### config.mk
export PLATFORM = sky130hd
export DESIGN_NAME = bcd_down_timer_flat
export DESIGN_NICKNAME = d
export VERILOG_FILES = /design/src/rtl/bcd_down_timer_if.sv /design/src/rtl/bcd_down_timer.sv /design/src/flat_wrapper.sv
export SDC_FILE = /design/constraint.sdc
export NUM_CORES = 1
export LEC_CHECK = 0
export CAP_MARGIN = 5
export CORE_UTILIZATION = 30
export DETAILED_ROUTE_END_ITERATION = 8
export PLACE_DENSITY = 0.62
export SLEW_MARGIN = 20
export SYNTH_ARGS = -nofsm -noshare
export SYNTH_HDL_FRONTEND = slang
export SYNTH_SLANG_ARGS = --single-unit
### constraint.sdc
create_clock -name clock -period 3.2 [get_ports clock]
set_input_delay 0.64 -clock clock [delete_from_list [all_inputs] [get_ports clock]]
set_output_delay 0.64 -clock clock [all_outputs]
set_load 0.05 [all_outputs]
### src/rtl/bcd_down_timer_if.sv
// Control and status bundle for the BCD down timer: load/start/pause in, count and status out.
interface bcd_down_timer_if #(
  parameter int DIGITS = 2
);
  logic                  load;
  logic [4*DIGITS-1:0]   load_value;
  logic                  start;
  logic                  pause;
  logic [4*DIGITS-1:0]   cnt;
  logic                  running;
  logic                  done;

  modport master (
    output load, load_value, start, pause,
    input  cnt, running, done
  );

  modport slave (
    input  load, load_value, start, pause,
    output cnt, running, done
  );
endinterface

### src/rtl/bcd_down_timer.sv
// Multi-digit BCD down-counter with parallel load, start/pause control and a
// one-cycle terminal-count pulse when the count decrements to zero.
module bcd_down_timer #(
  parameter int DIGITS = 2
) (
  input  logic              clock,
  input  logic              reset,
  bcd_down_timer_if.slave   bus
);
  localparam int W = 4 * DIGITS;

  typedef enum logic [1:0] {IDLE, RUN, HOLD} state_t;

  state_t         state_p0, state_nxt;
  logic [W-1:0]   cnt_p0, cnt_nxt;
  logic           done_p0, done_nxt;

  // Digits above 9 saturate to 9 so the counter never holds a non-BCD digit.
  function automatic logic [W-1:0] bcd_clamp(input logic [W-1:0] v);
    logic [W-1:0] r;
    r = v;
    for (int i = 0; i < DIGITS; i++) begin
      if (v[4*i +: 4] > 4'd9) r[4*i +: 4] = 4'd9;
    end
    return r;
  endfunction

  function automatic logic [W-1:0] bcd_dec(input logic [W-1:0] v);
    logic [W-1:0] r;
    logic         borrow;
    r      = v;
    borrow = 1'b1;
    for (int i = 0; i < DIGITS; i++) begin
      if (borrow) begin
        if (v[4*i +: 4] == 4'd0) begin
          r[4*i +: 4] = 4'd9;
        end else begin
          r[4*i +: 4] = v[4*i +: 4] - 4'd1;
          borrow      = 1'b0;
        end
      end
    end
    return r;
  endfunction

  // Priority: load > pause > start > counting; start while already running is a no-op.
  always_comb begin
    state_nxt = state_p0;
    cnt_nxt   = cnt_p0;
    done_nxt  = 1'b0;
    if (bus.load) begin
      cnt_nxt   = bcd_clamp(bus.load_value);
      state_nxt = IDLE;
    end else if (bus.pause) begin
      if (state_p0 == RUN) state_nxt = HOLD;
    end else if (bus.start && state_p0 != RUN) begin
      if (state_p0 == HOLD || cnt_p0 != '0) state_nxt = RUN;
    end else if (state_p0 == RUN) begin
      if (cnt_p0 == W'(1)) begin
        cnt_nxt   = '0;
        state_nxt = IDLE;
        done_nxt  = 1'b1;
      end else begin
        cnt_nxt = bcd_dec(cnt_p0);
      end
    end
  end

  // Stage p0: all state and outputs registered on the rising edge.
  always_ff @(posedge clock) begin
    if (reset) begin
      state_p0 <= IDLE;
      cnt_p0   <= '0;
      done_p0  <= 1'b0;
    end else begin
      state_p0 <= state_nxt;
      cnt_p0   <= cnt_nxt;
      done_p0  <= done_nxt;
    end
  end

  assign bus.cnt     = cnt_p0;
  assign bus.running = (state_p0 == RUN);
  assign bus.done    = done_p0;
endmodule
### src/flat_wrapper.sv
// flat-port wrapper written by rule: the top's interface ports become plain ports
module bcd_down_timer_flat 
#(
  parameter int DIGITS = 2
)
  (clock, reset, bus_load, bus_load_value, bus_start, bus_pause, bus_cnt, bus_running, bus_done);
  bcd_down_timer_if #(.DIGITS(DIGITS)) bus_i ();
  input  logic clock;
  input  logic reset;
  input wire logic [$bits(bus_i.load)-1:0] bus_load;
  input wire logic [$bits(bus_i.load_value)-1:0] bus_load_value;
  input wire logic [$bits(bus_i.start)-1:0] bus_start;
  input wire logic [$bits(bus_i.pause)-1:0] bus_pause;
  output wire logic [$bits(bus_i.cnt)-1:0] bus_cnt;
  output wire logic [$bits(bus_i.running)-1:0] bus_running;
  output wire logic [$bits(bus_i.done)-1:0] bus_done;
  assign bus_i.load = bus_load;
  assign bus_i.load_value = bus_load_value;
  assign bus_i.start = bus_start;
  assign bus_i.pause = bus_pause;
  assign bus_cnt = bus_i.cnt;
  assign bus_running = bus_i.running;
  assign bus_done = bus_i.done;
  bcd_down_timer #(.DIGITS(DIGITS)) u_core (.clock(clock), .reset(reset), .bus(bus_i));
endmodule
## Word-level counts from Yosys, hierarchy flattened

Index checks and enable logic that the tools add are counted.

- Equality and inequality tests: 8
- Order comparisons: 2
- Add/subtract/negate cells: 2
- Mux-type cells: 23
- Bitwise logic cells: 1
- Reduce and logical (&&, ||, !) cells: 14

Operators with widths:

| kind | count |
|---|---|
| 8-bit 2-to-1 mux | 5 |
| 4-bit 2-to-1 mux | 5 |
| 2-bit 2-to-1 mux | 6 |
| 8-bit by 1-bit == test with 1-bit output, second input constant | 1 |
| 4-bit > comparator, second input constant | 2 |
| 4-bit zero test | 2 |
| 4-bit AND reduction | 2 |
| 8-bit nonzero test | 1 |
| 4-bit by 1-bit subtractor with 4-bit output, second input constant | 2 |
| 1-bit 2-to-1 mux | 7 |
| 3-bit nonzero test | 2 |
| 5-bit OR reduction | 1 |
| 2-bit by 1-bit != test with 1-bit output, second input constant | 2 |
| 2-bit != test, second input constant | 2 |
| 2-bit nonzero test | 2 |
| 3-bit != test, second input constant | 1 |
| 3-bit AND reduction | 1 |
| 2-bit by 1-bit == test with 1-bit output, second input constant | 1 |
| 2-bit == test, second input constant | 1 |
| 2-bit OR reduction | 1 |
| 1-bit logical AND | 1 |
| 1-bit logical OR | 1 |
| 1-bit NOT | 1 |

- Word-level logic and storage cells: 54
- Input bits: 13
- Register bits: 11
- Output and inout port bits: 10

## Longest topological paths before layout

Gate-level depths: netlist of run 1.

- Word-level depth: 13
- Gate-level depth with buffers: 6
- Depth with buffers taken out: 6

## Worst setup path before layout of run 1

Ideal clock, no wire load.

- Path type: flip-flop to flip-flop
- From: register u_core.cnt_p0[4], in the netlist u_core.bus.cnt[4]
- To: register u_core.cnt_p0[5], in the netlist u_core.bus.cnt[5]
- Required time: 3.109 ns
- Data arrival time: 1.825 ns
- Cell stages (with the launch flop): 7
- Slack: 1.284 ns
- Library setup time: 0.091 ns
- Path buffers: 0
- Period minus slack after synthesis: 1.916 ns
- Path through: dfxtp_1 inv_1 ha_1 nor3b_2 o211ai_1 a21oi_1 a311oi_1

- Word-level cells in the longest chain between the ends: 8
- Elaborated cells on any way between the ends: 12
- Classes of those cells: add/sub (1); eq/ne (1); mux (7); reduce/logical (3)

Ends and longest elaborated chain:

| what | RTL line | source |
|---|---|---|
| start, declared | bcd_down_timer.sv:15 | `logic [W-1:0] cnt_p0, cnt_nxt;` |
| start signal, assigned | bcd_down_timer.sv:77 | `cnt_p0 <= cnt_nxt;` |
| 4-bit by 1-bit subtractor with 4-bit output or 4-bit zero test (tied branches) | bcd_down_timer.sv:38, bcd_down_timer.sv:35 |  |
| 4-bit 2-to-1 mux | bcd_down_timer.sv:35 | `if (v[4*i +: 4] == 4'd0) begin` |
| 4-bit 2-to-1 mux | bcd_down_timer.sv:34 | `if (borrow) begin` |
| 8-bit 2-to-1 mux | bcd_down_timer.sv:59 | `if (cnt_p0 == W'(1)) begin` |
| 8-bit 2-to-1 mux | bcd_down_timer.sv:58 | `end else if (state_p0 == RUN) begin` |
| 8-bit 2-to-1 mux | bcd_down_timer.sv:56 | `end else if (bus.start && state_p0 != RUN) begin` |
| 8-bit 2-to-1 mux | bcd_down_timer.sv:54 | `end else if (bus.pause) begin` |
| 8-bit 2-to-1 mux | bcd_down_timer.sv:51 | `if (bus.load) begin` |

Parallel ways exist; a longest one is shown, timed or not. The select of a mux whose other input is x is not followed.
A chain may end at the register's enable or synchronous reset.

## Final worst setup path of run 1

- From: register u_core.state_p0[0]
- To: output bus_running

- Word-level cells in the longest chain between the ends: 1

Ends and longest elaborated chain:

| what | RTL line | source |
|---|---|---|
| start, declared | bcd_down_timer.sv:14 | `state_t state_p0, state_nxt;` |
| start signal, assigned | bcd_down_timer.sv:76 | `state_p0 <= state_nxt;` |
| 2-bit by 1-bit == test with 1-bit output | bcd_down_timer.sv:83 | `assign bus.running = (state_p0 == RUN);` |
| end, declared | flat_wrapper.sv:15 | `output wire logic [$bits(bus_i.running)-1:0] bus_running;` |

No other way between the ends.

==> flow_metrics.env, run 1 <==
export IMPL_fmax_mhz=430
export IMPL_path_clk_slew_ps=80
export IMPL_drt_total_wl_um=1810
export IMPL_worst_setup_path_type="reg2out"
export IMPL_crit_slowest_cell="clkdlybuf4s50_1"
export IMPL_pwr_share_comb=0.304
export IMPL_yosysUniqueCellTypes=34
export IMPL_rsz0062_at_grt="no"
export IMPL_skew_ps=6.69
export IMPL_viasPerCell=5.38
export IMPL_p_leak_nw=0.346
export IMPL_io_pins=23
export IMPL_antenna_cells=0
export IMPL_fin_crit_ps=2330
export IMPL_max_slew_margin=0.662
export IMPL_synth_edf_count=0
export IMPL_cts_buffer_depth=2
export IMPL_rows=17
export IMPL_final_cells=139
export IMPL_ant_nets=0
export IMPL_power_density_nw_per_um2=367
export IMPL_p_switching_uw=126
export IMPL_setup_viol=0
export IMPL_cts_sinks=11
export IMPL_slowest_delay_ps=790
export IMPL_synthesis_area_um2=722
export IMPL_yosysSeqAreaShare=0.305
export IMPL_antenna_found_initial=0
export IMPL_hold_depth=2
export IMPL_cp_num_buf_inv=1
export IMPL_grt_use_total=0.156
export IMPL_ff2ff_path_depth=5
export IMPL_p_seq_frac=0.425
export IMPL_num_nets_final=126
export IMPL_grt_ovfl_total=0
export IMPL_status="finished clean"
export IMPL_ys_ff_latch=11
export IMPL_grt_pass1_vias=633
export IMPL_peakVddDrop_v=0.000217
export IMPL_synth_area_per_cell_um2=8.30
export IMPL_post_cts_resize_count=0
export IMPL_syn2layout_area_growth_pct=38.5
export IMPL_wl_per_cell_um=13.0
export IMPL_path_max_fanout=7
export IMPL_synthCells=87
export IMPL_cp_top_family="buffers and inverters"
export IMPL_endpoint_kind="output pin"
export IMPL_hold_start="u_core.bus.cnt[5]"
export IMPL_root_buffer="clkbuf_4"
export IMPL_place_congestion=0.755
export IMPL_fillerInstances=234
export IMPL_ys_top_cells_by_area="dfxtp_1, a21oi_1, o21ai_0, inv_1, nand3b_1"
export IMPL_cap_violations=0
export IMPL_die_h_um=51.1
export IMPL_clk_latency_ps=280
export IMPL_period_share=0.727
export IMPL_p_int_uw=240
export IMPL_required_ps=2560
export IMPL_synthTopCellsByCount="dfxtp_1, a21oi_1, o21ai_0, inv_1, nor2_1"
export IMPL_cts_inserted_buffers=3
export IMPL_cts_max_level=1
export IMPL_dp_final_hpwl_um=1340
export IMPL_grt_pass1_wl_um=2880
export IMPL_synthFlopType="dfxtp_1"
export IMPL_syn_nets=101
export IMPL_switching_share=0.345
export IMPL_crit_path_cell_trace="and2b_2 -> clkdlybuf4s50_1"
export IMPL_dr_first_iter_drc_count=21
export IMPL_ctsHoldBuffers=0
export IMPL_remaining_drc_errors=0
export IMPL_critPathLaunchType="flop"
export IMPL_synth_top_area_cell="dfxtp_1"
export IMPL_synthArstFlopShare=0
export IMPL_rrSetupSlack_ps=1480
export IMPL_post_cts_buffers=0
export IMPL_r2r_end="u_core.state_p0[1]"
export IMPL_drive_gt1_frac=0.108
export IMPL_worst_slack_ps=874
export IMPL_place_ws_ps=964
export IMPL_worst_pin_slew_ps=506
export IMPL_synth_top_area_frac=0.305
export IMPL_final_hold_violation_count=0
export IMPL_coreArea_um2=2230
export IMPL_initial_utilization=0.323
export IMPL_die_area_um2=2610
export IMPL_fp_dieW_um=51.1
export IMPL_fin_tns_setup_ps=0
export IMPL_crit_arrival_ps=1690
export IMPL_worstHoldPathType="reg2reg"
export IMPL_first_pass_iters=4
export IMPL_cts_tree="done"
export IMPL_clkPwrFrac=0.271
export IMPL_io_buffers=22
export IMPL_worstHoldEndpoint="u_core.bus.cnt[5]"
export IMPL_synth_most_common_cell="dfxtp_1"
export IMPL_dp_cells=135
export IMPL_reg2reg_from="u_core.bus.cnt[4]"
export IMPL_grt_start_max_net_pins=17
export IMPL_slew_viol_final=0
export IMPL_yosys_warnings=0
export IMPL_dr_total_vias=748
[power groups by stage]
stage	clock [mW]	sequential, mW	combinational (mW)
6_report	0.0994	0.156	0.111
2_1_floorplan	0	0.179	0.0482
3_5_place_dp	0	0.159	0.112
5_1_grt	0.106	0.157	0.121
3_3_place_gp	0	0.158	0.112
4_1_cts	0.0992	0.156	0.112
[state kept, by name, summed over array words and instances (netlist names)]
name / count
u_core.bus.cnt: 8
u_core.bus.done: 1
u_core.state_p0: 2
[tightest hold or removal path: cells and delay by family, from the launching register on]
| kind | cells | cell delay, ps |
|---|---|---|
| compound gates | 1 | 80 |
| flops | 1 | 330 |
| buf+inv | 1 | 80 |
[per-stage QoR]
stage                     utilization  instance area, um2  total power [mW]  hold slack [ps]
after floorplan                     -                 722             0.228              520
after global placement          0.436                 973             0.270              504
after detailed placement        0.436                 973             0.270              521
after CTS                       0.448                1000             0.367              532
after global routing            0.448                1000             0.384              558
final                           0.448                1000             0.367              527
[logic make-up after synthesis]
family | Yosys count | synth area share
buf+inv | 11 | 0.0572
fa+ha+maj | 1 | 0.0173
flops | 11 | 0.305
compound gates | 35 | 0.335
simple gates | 26 | 0.250
xor+xnor | 3 | 0.0364
[cell type report]
cell class              instances  area (um2)  area share
well taps                      28        35.0      0.0350
clock buffers                   4        26.3      0.0263
multi-input cells              65         460       0.461
flip-flops and latches         11         220       0.220
inverters                       8        30.0      0.0300
repair buffers                 23         228       0.228
[worst max path at each step]
stage                       startpoint                end  slack [ps]  depth (start not counted)
global placement             bus_pause  u_core.bus.cnt[4]        1040                          5
finish              u_core.state_p0[0]        bus_running         870                          2
detailed placement           bus_pause  u_core.bus.cnt[4]         960                          5
CTS                 u_core.state_p0[0]        bus_running         880                          2
floorplan            u_core.bus.cnt[4]  u_core.bus.cnt[5]        1280                          6
global route        u_core.state_p0[0]        bus_running         830                          2
[per-layer routing]
metal	GRT usage	vias up	share of wire
li1	-	380	-
met1	0.199	335	0.49
met2	0.226	29	0.43
met3	0.0357	4	0.050
met4	0.111	0	0.028
met5	0	-	0
[layout by cell type, fill, tap and decap left out, types with 2 or more instances in the layout]
cell type         n
nor2_1            5
clkdlybuf4s50_1  22
nand2b_1          3
a31oi_1           2
o21ai_0           9
nor3b_2           2
o31ai_1           2
clkbuf_4          3
dfxtp_1          11
a21oi_1          10
xnor2_1           3
inv_1             8
nand3b_1          4
nand3_1           4
Note: power is estimated with default switching activity, not from simulation.
==> inputs of run 2 (changes only) <==
==> constraint.sdc (replaced) <==
create_clock -name clock -period 2.3 [get_ports clock]
set_input_delay 0.46 -clock clock [delete_from_list [all_inputs] [get_ports clock]]
set_output_delay 0.46 -clock clock [all_outputs]
set_load 0.05 [all_outputs]
==> flow_metrics.env, run 2 (same netlist as run 1, synthesis figures left out) <==
export IMPL_cts_buffer_depth=2
export IMPL_antenna_found_initial=0
export IMPL_viasPerCell=5.42
export IMPL_peakVddDrop_v=0.000268
export IMPL_grt_start_max_net_pins=11
export IMPL_crit_arrival_ps=1690
export IMPL_worstHoldPathType="reg2reg"
export IMPL_largest_reg_flops=8
export IMPL_crit_slowest_cell="clkdlybuf4s50_1"
export IMPL_critPathLaunchType="flop"
export IMPL_place_congestion=0.779
export IMPL_cp_top_family="buffers and inverters"
export IMPL_dp_final_hpwl_um=1350
export IMPL_fillerInstances=233
export IMPL_ctsHoldBuffers=0
export IMPL_ant_nets=0
export IMPL_worst_slack_ps=150
export IMPL_hold_slack_ps=524
export IMPL_coreArea_um2=2230
export IMPL_setup_viol=0
export IMPL_path_max_fanout=7
export IMPL_die_h_um=51.1
export IMPL_worst_pin_slew_ps=498
export IMPL_first_pass_iters=4
export IMPL_skew_ps=4.72
export IMPL_final_hold_violation_count=0
export IMPL_drt_total_wl_um=1850
export IMPL_io_buffers=22
export IMPL_fmax_mhz=465
export IMPL_final_cells=141
export IMPL_status="finished clean"
export IMPL_cts_tree="done"
export IMPL_p_leak_nw=0.358
export IMPL_place_ws_ps=213
export IMPL_required_ps=1840
export IMPL_remaining_drc_errors=0
export IMPL_slowest_delay_ps=790
export IMPL_rows=17
export IMPL_cts_max_level=1
export IMPL_endpoint_kind="output pin"
export IMPL_post_cts_resize_count=0
export IMPL_crit_path_cell_trace="and2b_2 -> clkdlybuf4s50_1"
export IMPL_wl_per_cell_um=13.1
export IMPL_dr_total_vias=764
export IMPL_final_cell_mix="clkdlybuf4s50_1, dfxtp_1, a21oi_1"
export IMPL_cts_sinks=11
export IMPL_finalPower_uw=519
export IMPL_grt_ovfl_total=0
export IMPL_drive_gt1_frac=0.133
export IMPL_period_share=0.935
export IMPL_die_area_um2=2610
export IMPL_cap_violations=0
export IMPL_power_density_nw_per_um2=511
export IMPL_cts_inserted_buffers=3
export IMPL_dp_cells=137
export IMPL_rsz0062_at_grt="no"
export IMPL_grt_pass1_vias=713
export IMPL_final_util=0.455
export IMPL_dr_first_iter_drc_count=15
export IMPL_post_cts_buffers=0
export IMPL_fin_tns_setup_ps=0
export IMPL_layout_commonest_cell="clkdlybuf4s50_1"
export IMPL_fp_dieW_um=51.1
export IMPL_slew_viol_final=0
export IMPL_path_clk_slew_ps=80
export IMPL_syn2layout_area_growth_pct=40.7
export IMPL_place_area_um2=988
export IMPL_grt_use_total=0.159
export IMPL_worst_setup_path_type="reg2out"
export IMPL_initial_utilization=0.323
export IMPL_stdcell_area_um2=1020
export IMPL_num_nets_final=128
export IMPL_cp_num_buf_inv=1
export IMPL_io_pins=23
export IMPL_max_slew_margin=0.667
export IMPL_clk_latency_ps=280
export IMPL_grt_pass1_wl_um=3130
export IMPL_antenna_cells=0
export IMPL_fin_crit_ps=2150
export IMPL_root_buffer="clkbuf_4"
## run 2: path summary, 6_finish.rpt
check	startpoint	slack (ps)	depth (start not counted)	to
min	u_core.bus.cnt[5]	520	2	u_core.bus.cnt[5]
max reg2reg	u_core.bus.cnt[4]	550	6	u_core.bus.cnt[4]
max	u_core.state_p0[0]	150	2	bus_running
min reg2reg	u_core.bus.cnt[5]	520	2	u_core.bus.cnt[5]
## run 2: cell type report
type | count | area, um2 | share of cell area
sequential | 11 | 220 | 0.217
tap | 28 | 35.0 | 0.0345
timing repair buffer | 25 | 243 | 0.239
inverter | 8 | 30.0 | 0.0296
multi-input combinational | 65 | 460 | 0.453
clock buffer | 3 | 22.5 | 0.0222
clock inverter | 1 | 5.00 | 0.00493
## run 2: where the power goes
part | total, mW | internal, mW | switching (mW)
Sequential | 0.217 | 0.201 | 0.0162
Combinational | 0.159 | 0.0685 | 0.0910
Clock | 0.143 | 0.0645 | 0.0781
## run 2: worst register-to-register path, cell delays in order (launching register included)
cell      delay [ps]
dfxtp_1          350
inv_1             80
ha_1             200
nor3b_2          450
o211ai_1         250
o21ai_0          210
a21oi_1          100
## run 2: metal layers
metal	global-route usage	wire length (um)	up-vias	part of all wire
li1	-	-	383	-
met1	0.203	914	358	0.49
met2	0.254	860	21	0.46
met3	0.0268	61	2	0.033
met4	0.0833	12	0	0.0065
met5	0	0	-	0
==> inputs of run 3 (changes only) <==
--- a/config.mk
+++ b/config.mk
@@ -6,8 +6,11 @@
 export NUM_CORES = 1
 export LEC_CHECK = 0
 export CAP_MARGIN = 5
+export CORE_ASPECT_RATIO = 0.75
 export CORE_UTILIZATION = 30
+export CTS_CLUSTER_DIAMETER = 60
 export DETAILED_ROUTE_END_ITERATION = 8
+export GPL_TIMING_DRIVEN = 0
 export PLACE_DENSITY = 0.62
 export SLEW_MARGIN = 20
 export SYNTH_ARGS = -nofsm -noshare
==> flow_metrics.env, run 3 (same netlist as run 1, synthesis figures left out) <==
export IMPL_fin_tns_setup_ps=0
export IMPL_cap_violations=0
export IMPL_path_max_fanout=7
export IMPL_p_seq_frac=0.426
export IMPL_cts_max_level=1
export IMPL_drt_total_wl_um=1790
export IMPL_dr_first_iter_drc_count=43
export IMPL_io_buffers=21
export IMPL_coreArea_um2=2140
export IMPL_grt_use_total=0.148
export IMPL_hold_start="u_core.bus.cnt[5]"
export IMPL_p_switching_uw=175
export IMPL_fmax_mhz=474
export IMPL_power_density_nw_per_um2=508
export IMPL_pwr_share_comb=0.305
export IMPL_max_slew_margin=0.653
export IMPL_antenna_cells=0
export IMPL_clk_latency_ps=270
export IMPL_io_pins=23
export IMPL_slew_viol_final=0
export IMPL_rsz0062_at_grt="no"
export IMPL_initial_utilization=0.338
export IMPL_antenna_found_initial=0
export IMPL_final_cell_mix="clkdlybuf4s50_1, dfxtp_1, a21oi_1"
export IMPL_clkPwrFrac=0.269
export IMPL_ff2ff_path_depth=6
export IMPL_fp_dieW_um=58.6
export IMPL_cp_num_buf_inv=1
export IMPL_wl_per_cell_um=12.4
export IMPL_worst_pin_slew_ps=519
export IMPL_peakVddDrop_v=0.000227
export IMPL_final_hold_violation_count=0
export IMPL_status="finished clean"
export IMPL_fin_crit_ps=2110
export IMPL_layout_commonest_cell="clkdlybuf4s50_1"
export IMPL_post_cts_resize_count=0
export IMPL_die_h_um=44.5
export IMPL_syn2layout_area_growth_pct=38.3
export IMPL_p_int_uw=332
export IMPL_hold_slack_ps=528
export IMPL_worst_setup_path_type="reg2out"
export IMPL_reg2reg_from="u_core.bus.cnt[4]"
export IMPL_fillerInstances=226
export IMPL_grt_start_max_net_pins=11
export IMPL_viasPerCell=5.23
export IMPL_cts_inserted_buffers=3
export IMPL_cp_top_family="buffers and inverters"
export IMPL_place_congestion=0.738
export IMPL_first_pass_iters=4
export IMPL_remaining_drc_errors=0
export IMPL_required_ps=1840
export IMPL_worstHoldPathType="reg2reg"
export IMPL_critPathLaunchType="flop"
export IMPL_grt_pass1_vias=659
export IMPL_crit_slowest_cell="clkdlybuf4s50_1"
export IMPL_cts_tree="done"
export IMPL_crit_arrival_ps=1650
export IMPL_cts_sinks=11
export IMPL_r2r_end="u_core.bus.cnt[5]"
export IMPL_root_buffer="clkbuf_4"
export IMPL_period_share=0.918
export IMPL_grt_pass1_wl_um=2860
export IMPL_largest_reg_flops=8
export IMPL_ctsHoldBuffers=0
export IMPL_rrSetupSlack_ps=540
export IMPL_dp_final_hpwl_um=1320
export IMPL_num_nets_final=127
export IMPL_dr_total_vias=753
export IMPL_p_leak_nw=0.340
export IMPL_slowest_delay_ps=790
export IMPL_setup_viol=0
export IMPL_ant_nets=0
export IMPL_cts_buffer_depth=2
export IMPL_switching_share=0.345
export IMPL_worstHoldEndpoint="u_core.bus.cnt[5]"
export IMPL_grt_ovfl_total=0
export IMPL_crit_path_cell_trace="and2b_2 -> clkdlybuf4s50_1"
export IMPL_rows=14
export IMPL_hold_depth=2
export IMPL_skew_ps=4.36
export IMPL_post_cts_buffers=0
export IMPL_endpoint_kind="output pin"
export IMPL_path_clk_slew_ps=70
export IMPL_drive_gt1_frac=0.0982
export IMPL_die_area_um2=2610
## run 3: metal layers
layer / global-route usage / routed length, um / share of wire / vias to the layer above
met5: 0 / 0 / 0 / -
met4: 0.0429 / 13 / 0.0073 / 0
met3: 0.0526 / 127 / 0.071 / 3
met2: 0.221 / 751 / 0.42 / 30
met1: 0.201 / 893 / 0.50 / 341
li1: - / - / - / 379
## run 3: worst max-delay path by stage
stage,slack (ps),endpoint,from,depth (start not counted)
2_1_floorplan,380,u_core.bus.cnt[5],u_core.bus.cnt[4],6
3_3_place_gp,250,u_core.bus.cnt[4],bus_pause,5
3_5_place_dp,260,u_core.bus.cnt[4],bus_pause,5
4_1_cts,170,bus_running,u_core.state_p0[0],2
5_1_grt,120,bus_running,u_core.state_p0[0],2
6_report,190,bus_running,u_core.state_p0[1],2
## run 3: power by group through the flow
stage	Clock, mW	Sequential (mW)	Combinational, mW
floorplan	0	0.250	0.0671
finish	0.136	0.216	0.155
global route	0.153	0.218	0.167
detailed placement	0	0.220	0.154
global placement	0	0.220	0.153
CTS	0.143	0.216	0.155
## run 3: cell type report
type / count / area [um2] / area share
Buffer: 3 / 11.3 / 0.0113
Sequential cell: 11 / 220 / 0.221
Timing Repair Buffer: 21 / 210 / 0.211
Tap cell: 32 / 40.0 / 0.0401
Multi-Input combinational cell: 65 / 460 / 0.461
Inverter: 8 / 30.0 / 0.0301
Clock buffer: 4 / 26.3 / 0.0263
## run 3: stage by stage
step | utilization | setup WS (ps) | area, um2 | instances | power (mW)
floorplan | - | 384 | 722 | 87 | 0.317
global placement | 0.455 | 249 | 972 | 140 | 0.373
detailed placement | 0.455 | 256 | 972 | 140 | 0.374
CTS | 0.467 | 172 | 998 | 144 | 0.514
global route | 0.467 | 117 | 998 | 144 | 0.538
finish | 0.467 | 189 | 998 | 144 | 0.507
## run 3: worst reg2reg max path, stage by stage (launching register included)
cell	delay (ps)
dfxtp_1	340
inv_1	80
ha_1	190
nor3b_2	470
o211ai_1	270
a21oi_1	220
a311oi_1	60
